[src/rtl/mem_port_arbiter.sv]
// Two-port round-robin arbiter in front of a single-port RAM with a registered command path.
// Optional MEM_ARB_LOCK_EN adds lock0/lock1 so an owner can hold the RAM across accesses.
module mem_port_arbiter #(
    parameter int AW     = 9,
    parameter int DW     = 16,
    parameter int RD_LAT = 1
) (
    input  logic          clk,
    input  logic          reset,
    input  logic          req0,
    input  logic          req1,
    input  logic [1:0]    cmd0,
    input  logic [1:0]    cmd1,
    input  logic [AW-1:0] addr0,
    input  logic [AW-1:0] addr1,
    input  logic [DW-1:0] wdata0,
    input  logic [DW-1:0] wdata1,
`ifdef MEM_ARB_LOCK_EN
    input  logic          lock0,
    input  logic          lock1,
`endif
    output logic          ack0,
    output logic          ack1,
    output logic [DW-1:0] rdata0,
    output logic [DW-1:0] rdata1,
    output logic [1:0]    mem_cmd,
    output logic [AW-1:0] mem_addr,
    output logic [DW-1:0] write_data,
    input  logic [DW-1:0] read_data,
    output logic          busy,
    output logic          owner
);

    localparam logic [1:0] CMD_NONE  = 2'b00;
    localparam logic [1:0] CMD_READ  = 2'b01;
    localparam logic [1:0] CMD_WRITE = 2'b10;

    typedef enum logic [1:0] {
        IDLE  = 2'd0,
        ISSUE = 2'd1,
        WAIT  = 2'd2,
        ACK   = 2'd3
    } state_t;

    state_t     state;
    logic       prio;
    logic [2:0] cnt;
    logic       locked;
    logic       grant_valid;
    logic       grant_port;
    logic [1:0] raw_cmd;
    logic [1:0] grant_cmd;

    // While locked only the current owner may be granted; otherwise round-robin on prio.
    always_comb begin
        grant_valid = 1'b0;
        grant_port  = 1'b0;
        if (locked) begin
            grant_valid = owner ? req1 : req0;
            grant_port  = owner;
        end else if (req0 && req1) begin
            grant_valid = 1'b1;
            grant_port  = prio;
        end else if (req0 || req1) begin
            grant_valid = 1'b1;
            grant_port  = req1;
        end
        raw_cmd   = grant_port ? cmd1 : cmd0;
        grant_cmd = (raw_cmd == CMD_READ || raw_cmd == CMD_WRITE) ? raw_cmd : CMD_NONE;
    end

    assign busy = (state != IDLE);

`ifdef MEM_ARB_LOCK_EN
    logic lock_now;
    assign lock_now = owner ? lock1 : lock0;

    always_ff @(posedge clk or negedge reset) begin
        if (!reset) begin
            locked <= 1'b0;
        end else if (state == ACK) begin
            locked <= lock_now;
        end
    end
`else
    assign locked = 1'b0;
`endif

    always_ff @(posedge clk or negedge reset) begin
        if (!reset) begin
            state      <= IDLE;
            mem_cmd    <= CMD_NONE;
            mem_addr   <= '0;
            write_data <= '0;
            ack0       <= 1'b0;
            ack1       <= 1'b0;
            rdata0     <= '0;
            rdata1     <= '0;
            owner      <= 1'b0;
            prio       <= 1'b0;
            cnt        <= '0;
        end else begin
            case (state)
                IDLE: begin
                    if (grant_valid) begin
                        owner      <= grant_port;
                        mem_cmd    <= grant_cmd;
                        mem_addr   <= grant_port ? addr1 : addr0;
                        write_data <= grant_port ? wdata1 : wdata0;
                        state      <= ISSUE;
                    end
                end
                ISSUE: begin
                    mem_cmd <= CMD_NONE;
                    if (mem_cmd == CMD_READ) begin
                        cnt   <= 3'(RD_LAT);
                        state <= WAIT;
                    end else begin
                        ack0  <= ~owner;
                        ack1  <= owner;
                        state <= ACK;
                    end
                end
                WAIT: begin
                    if (cnt == 3'd1) begin
                        if (owner) begin
                            rdata1 <= read_data;
                        end else begin
                            rdata0 <= read_data;
                        end
                        ack0  <= ~owner;
                        ack1  <= owner;
                        state <= ACK;
                    end else begin
                        cnt <= cnt - 3'd1;
                    end
                end
                ACK: begin
                    ack0  <= 1'b0;
                    ack1  <= 1'b0;
                    state <= IDLE;
`ifdef MEM_ARB_LOCK_EN
                    // A locking owner keeps priority so the other port cannot slip in.
                    if (!lock_now) begin
                        prio <= ~owner;
                    end
`else
                    prio <= ~owner;
`endif
                end
                default: state <= IDLE;
            endcase
        end
    end

endmodule
[config.mk]
export PLATFORM = sky130hd
export DESIGN_NAME = mem_port_arbiter
export DESIGN_NICKNAME = d
export VERILOG_FILES = /design/src/rtl/mem_port_arbiter.sv
export SDC_FILE = /design/constraint.sdc
export NUM_CORES = 1
export LEC_CHECK = 0
export ABC_AREA = 1
export CAP_MARGIN = 25
export CORE_ASPECT_RATIO = 1.5
export CORE_UTILIZATION = 42
export DETAILED_ROUTE_END_ITERATION = 12
export GPL_ROUTABILITY_DRIVEN = 0
export GPL_TIMING_DRIVEN = 0
export HOLD_SLACK_MARGIN = 0.06
export PLACE_DENSITY = 0.78
export SLEW_MARGIN = 20
export SYNTH_ARGS = -nofsm -noshare
export SYNTH_HDL_FRONTEND = slang
export SYNTH_SLANG_ARGS = --single-unit
[constraint.sdc]
create_clock -name clk -period 2.3 [get_ports clk]
set_clock_uncertainty 0.2 [all_clocks]
set_input_delay 0.46 -clock clk [delete_from_list [all_inputs] [get_ports clk]]
set_output_delay 0.46 -clock clk [all_outputs]
set_load 0.01 [all_outputs]
# == Word level (Yosys, flattened, before mapping) ==
# Cells that the tools add are included.
# totals
ff_bits,68
input_bits,74
out_inout_bits,63
word_cells,63
# op_classes
n_addsub,1
eq_ne,12
n_mux,23
n_bitwise,1
n_reduce_logical,15
# op_table
operator,count
$mux 16,1
$reduce_and 3->1,4
$mux 2,5
$ne 2x2->1 const B,5
$mux 1,9
$mux 9,1
$pmux 2 s4,1
$eq 2x1->1 const B,3
$eq 2x2->1 const B,3
$mux 3,2
$pmux 1 s3,2
$pmux 3 s2,1
$reduce_and 2->1,3
$reduce_bool 2->1,3
$pmux 2 s2,1
$eq 3x1->1 const B,1
$reduce_bool 3->1,1
$sub 3x1->3 const B,1
$logic_not 2->1,1
$logic_or 1x1->1,2
$logic_and 1x1->1,1
$not 1->1,1

# == Longest topological paths before layout ==
# logic_depth
ltp_word,9
ltp_mapped,8
ltp_nobuf,8

# == Worst setup path after synthesis ==
# OpenSTA, ideal clock, no wires.
# synth_timing
path_type,register to register
start,reg state[0]
end,reg cnt[0]
setup_ps,126
t_arrival_ps,1232
required_time_ps,1974
setup_slack_ps,742
stages_incl_launch_ff,7
path_buffers,1
period_less_slack_ps,1558
cell_sequence,dfrtp_1 inv_1 ha_1 buf_2 or2_2 nand3_1 o21ai_0
# synth_via
elab_chain_cells,3
elab_cells_between_ends,7
cone_classes,eq/ne: 4; mux: 1; reduce/logical: 2
# synth_lines
item,line_no,rtl
"start, declared",45,state_t state;
"start signal, assigned",91,state <= IDLE;
"start signal, assigned",110,state <= ISSUE;
"start signal, assigned",117,state <= WAIT;
$eq 2x2->1 or $eq 2x1->1 (tied branches),103,case (state)
$ne 2x2->1 (no source line) or $reduce_bool 2->1 (tied branches),n/a,
$reduce_and 3->1 (no source line),n/a,
"end signal, assigned",116,cnt <= 3'(RD_LAT);
"end signal, assigned",135,cnt <= cnt - 3'd1;
"end, declared",47,logic [2:0] cnt;
# Parallel ways exist; a longest one is shown, timed or not.
# A chain may end at the register's enable or synchronous reset.

# == Worst setup path in the final report ==
# layout_timing
start,reg state[0]
end,out busy
# layout_via
elab_chain_cells,1
# layout_lines
item,line_no,rtl
$reduce_bool 2->1,72,assign busy = (state != IDLE);
"end, declared",30,"output logic busy,"
# No other way between the ends.

==> metrics.txt <==
# TYPE chip_impl_metric gauge
chip_impl_metric{name="synth_cell_types",unit=""} 19
chip_impl_metric{name="port_buffers",unit=""} 136
chip_impl_metric{name="use_met3",unit="%"} 4.61
chip_impl_info{name="status",value="completed"} 1
chip_impl_info{name="crit_path_start_kind",value="flop"} 1
chip_impl_metric{name="placement.cell_area",unit="µm²"} 4540
chip_impl_metric{name="synth-seq-area-share",unit="%"} 55.5
chip_impl_metric{name="leakage",unit="nW"} 2.18
chip_impl_metric{name="detailed_place_hpwl",unit="µm"} 6330
chip_impl_metric{name="grt_first_pass_wirelength",unit="µm"} 14000
chip_impl_metric{name="syn_avg_cell_area",unit="µm²"} 8.73
chip_impl_metric{name="postCtsSetupBuffers",unit=""} 0
chip_impl_info{name="setup_repair_after_global_routing_missed_its_margin",value="false"} 1
chip_impl_metric{name="die_outline_area",unit="µm²"} 7650
chip_impl_metric{name="track_usage",unit="%"} 23.3
chip_impl_metric{name="grt_start_max_net_pins",unit=""} 36
chip_impl_metric{name="ys_warn_count",unit=""} 0
chip_impl_metric{name="clock_tree.buffer_depth",unit=""} 2
chip_impl_metric{name="clock_sinks",unit=""} 68
chip_impl_metric{name="finalHoldViolCount",unit=""} 0
chip_impl_info{name="worst_hold_startpoint",value="rdata1[15]"} 1
chip_impl_metric{name="route.detailed.vias_per_inst",unit=""} 5.06
chip_impl_info{name="cp_cell_sequence",value="inv_1 > ha_2 > inv_2 > dlygate4sd2_1"} 1
chip_impl_metric{name="timing.critical_path.fanout_max",unit=""} 4
chip_impl_metric{name="die-width",unit="µm"} 71.7
chip_impl_metric{name="cp.required",unit="ns"} 1.64
chip_impl_metric{name="drt.antenna.violating_nets",unit=""} 0
chip_impl_info{name="crit_slowest_cell",value="dfrtp_1"} 1
chip_impl_metric{name="synthesis.nets",unit=""} 431
chip_impl_metric{name="worst-endpoint-arrival",unit="ns"} 1.49
chip_impl_metric{name="syn_inst_count",unit=""} 351
chip_impl_metric{name="coreArea",unit="µm²"} 6940
chip_impl_metric{name="cts_htree_levels",unit=""} 3
chip_impl_metric{name="dr.first_iter.drc_count",unit=""} 224
chip_impl_metric{name="pd_cells",unit="nW/µm²"} 1310
chip_impl_metric{name="synth-seq-cells",unit=""} 68
chip_impl_metric{name="initial_utilization",unit="%"} 44.1
chip_impl_metric{name="final_area",unit="µm²"} 4780
chip_impl_metric{name="path_clk_slew",unit="ns"} 0.08
chip_impl_metric{name="utilization_of_the_core_after_routing",unit="%"} 68.8
chip_impl_metric{name="post_synth_instance_area",unit="µm²"} 3060
chip_impl_metric{name="dr_vias",unit=""} 2949
chip_impl_metric{name="vias_in_the_first_global_route",unit=""} 2955
chip_impl_metric{name="finalCritPeriodShare",unit="%"} 93.5
chip_impl_info{name="class_of_the_most_critical_setup_path",value="reg -> out"} 1
chip_impl_metric{name="timing.critical_path.slowest_cell_delay",unit="ns"} 0.41
chip_impl_info{name="worst_min_delay_path_category",value="reg -> reg"} 1
chip_impl_metric{name="drt_wl_total",unit="µm"} 8580
chip_impl_metric{name="ios",unit=""} 137
chip_impl_metric{name="drive_gt1_share",unit="%"} 8.12
chip_impl_metric{name="critPathBufInv",unit=""} 3
chip_impl_metric{name="drt_pre_antenna_iters",unit=""} 4
chip_impl_info{name="cts-root-buf",value="clkbuf_8"} 1
chip_impl_metric{name="grt_antenna_before_repair",unit=""} 0
chip_impl_metric{name="maxCapViolCount",unit=""} 0
chip_impl_info{name="cts_tree",value="built"} 1
chip_impl_metric{name="inserted_diodes",unit=""} 0
chip_impl_metric{name="area_growth_syn_to_layout",unit="%"} 55.9
chip_impl_metric{name="groute.layer.met2.usage",unit="%"} 41.8
chip_impl_info{name="cp-end-kind",value="output pin"} 1
chip_impl_info{name="grt.busiest_layer",value="met2"} 1
chip_impl_metric{name="final_setup_vio_count",unit=""} 0
chip_impl_metric{name="std_cell_rows",unit=""} 37
chip_impl_metric{name="total_power",unit="mW"} 6.25
chip_impl_metric{name="finalNetCount",unit=""} 580
chip_impl_metric{name="synthArstFlopShare",unit="%"} 100
chip_impl_info{name="cpLargestDelayFamily",value="buffers and inverters"} 1
chip_impl_metric{name="worst_ir_drop_vdd",unit="µV"} 944
chip_impl_metric{name="gr-total-overflow",unit=""} 0
chip_impl_metric{name="clkLatencyLatePin",unit="ns"} 0.34
chip_impl_metric{name="synth-edff-count",unit=""} 0
chip_impl_info{name="yosys_most_used_dff",value="dfrtp_1"} 1
chip_impl_metric{name="clock.fmax",unit="MHz"} 465
chip_impl_metric{name="floorplan.die.height",unit="µm"} 107
chip_impl_metric{name="timing.slew.headroom",unit="%"} 69.0
chip_impl_metric{name="drc",unit=""} 0
chip_impl_metric{name="period_minus_slack",unit="ns"} 2.15
chip_impl_metric{name="tns",unit="ns"} 0
chip_impl_info{name="worstReg2RegStart",value="state[0]"} 1
chip_impl_metric{name="gr-usage-met1",unit="%"} 27.1
chip_impl_metric{name="final-max-slew-violation-count",unit=""} 0
chip_impl_metric{name="tritoncts.num_buffers",unit=""} 9
chip_impl_metric{name="tightest_slew",unit="ns"} 0.465
chip_impl_metric{name="wl_per_cell",unit="µm"} 14.7
chip_impl_info{name="worst_setup_startpoint",value="state[0]"} 1
==> final timing paths <==
| path | endpoint | slack, ns | cells after the start |
|---|---|---|---|
| setup / recovery | busy | 0.15 | 4 |
| hold / removal | rdata1[15] | 0.29 | 2 |
| setup reg to reg | rdata0[0] | 0.42 | 6 |
| hold reg to reg | rdata1[15] | 0.29 | 2 |
| max in group asynchronous | rdata1[2] | 0.94 | 3 |
| min in group asynchronous | mem_addr[3] | 0.42 | 2 |
==> cells in the final DEF, fill, tap and decap left out <==
cell | Yosys | routed
dlygate4sd3_1 | 0 | 1
buf_4 | 3 | 4
o21ai_0 | 40 | 40
clkbuf_1 | 4 | 4
nand2_1 | 62 | 62
clkbuf_8 | 0 | 9
buf_2 | 9 | 9
ha_1 | 6 | 5
clkinvlp_4 | 0 | 2
inv_4 | 1 | 1
o21ai_4 | 1 | 1
a22oi_1 | 1 | 1
buf_6 | 4 | 4
inv_1 | 31 | 30
ha_2 | 0 | 1
a21oi_2 | 1 | 1
nand3_1 | 35 | 35
a21oi_1 | 51 | 51
nor2_1 | 30 | 30
or2_2 | 2 | 2
clkinv_4 | 0 | 3
buf_12 | 0 | 1
dfrtp_1 | 68 | 68
bufinv_16 | 0 | 2
dlygate4sd2_1 | 0 | 1
xor2_1 | 1 | 1
inv_2 | 0 | 1
clkdlybuf4s50_1 | 0 | 134
nand3b_1 | 1 | 1
==> synth_stat cells (2+ instances only) <==
library cell   n  area [µm²]
buf_6          4        45.0
clkbuf_1       4        15.0
a21oi_1       51         255
or2_2          2        12.5
inv_1         31         116
nand2_1       62         233
nand3_1       35         175
buf_4          3        22.5
o21ai_0       40         200
buf_2          9        45.0
ha_1           6        75.1
dfrtp_1       68        1700
nor2_1        30         113
==> cell type report <==
| type | count | area (µm²) |
|---|---|---|
| plain buffers | 20 | 128 |
| clock buffers | 9 | 124 |
| clock inverters | 7 | 101 |
| fillers | 549 | 2170 |
| inverters | 32 | 123 |
| multi-input cells | 231 | 1110 |
| flip-flops and latches | 68 | 1700 |
| well taps | 78 | 97.6 |
| repair buffers | 138 | 1390 |
==> registers in the layout, summed over array words and instances (netlist names) <==
name,count
state,2
ack1,1
owner,1
prio,1
mem_addr,9
mem_cmd,2
cnt,3
ack0,1
rdata1,16
rdata0,16
write_data,16
==> stage by stage <==
stage	hold WS, ns	setup WS (ns)	instances
after global placement	0.267	-1.69	565
after detailed placement	0.248	0.113	566
after floorplan	-0.0356	0.742	351
after global routing	0.325	0.0975	583
final	0.294	0.150	583
after CTS	0.294	0.139	583
==> routing by layer <==
metal,vias to the layer above,wire (µm)
li1,1445,-
met1,1364,3450
met2,127,4410
met3,13,594
met4,0,127
met5,-,0
==> report_power, final <==
group	internal [mW]	switching [mW]
logic	1.56	1.45
registers	1.79	0.351
clock network	0.615	0.481
total	3.97	2.28
==> logic make-up (layout without fill, tap and decap cells) <==
| group | Yosys count | in the layout | synth area share (%) |
|---|---|---|---|
| and+or+nand+nor | 130 | 130 | 17.6 |
| AOI/OAI and AO/OA | 94 | 94 | 15.9 |
| DFF | 68 | 68 | 55.5 |
| buffers and inverters | 52 | 206 | 8.17 |
| adders and majority gates | 6 | 6 | 2.45 |
| xor gates and xnor gates | 1 | 1 | 0.286 |
==> worst register-to-register path, cell delays in order, from the launching register on <==
cell	delay (ns)
dfrtp_1	0.39
inv_1	0.09
ha_1	0.19
buf_2	0.16
nand3_1	0.18
clkbuf_1	0.37
o21ai_0	0.15
==> what timing repair did <==
action,CTS,global route
setup endpoints to repair,1,0
resized for setup,3,0
hold endpoints to repair,33,0
hold buffers,1,0
Note: power is estimated with default switching activity, not from simulation.
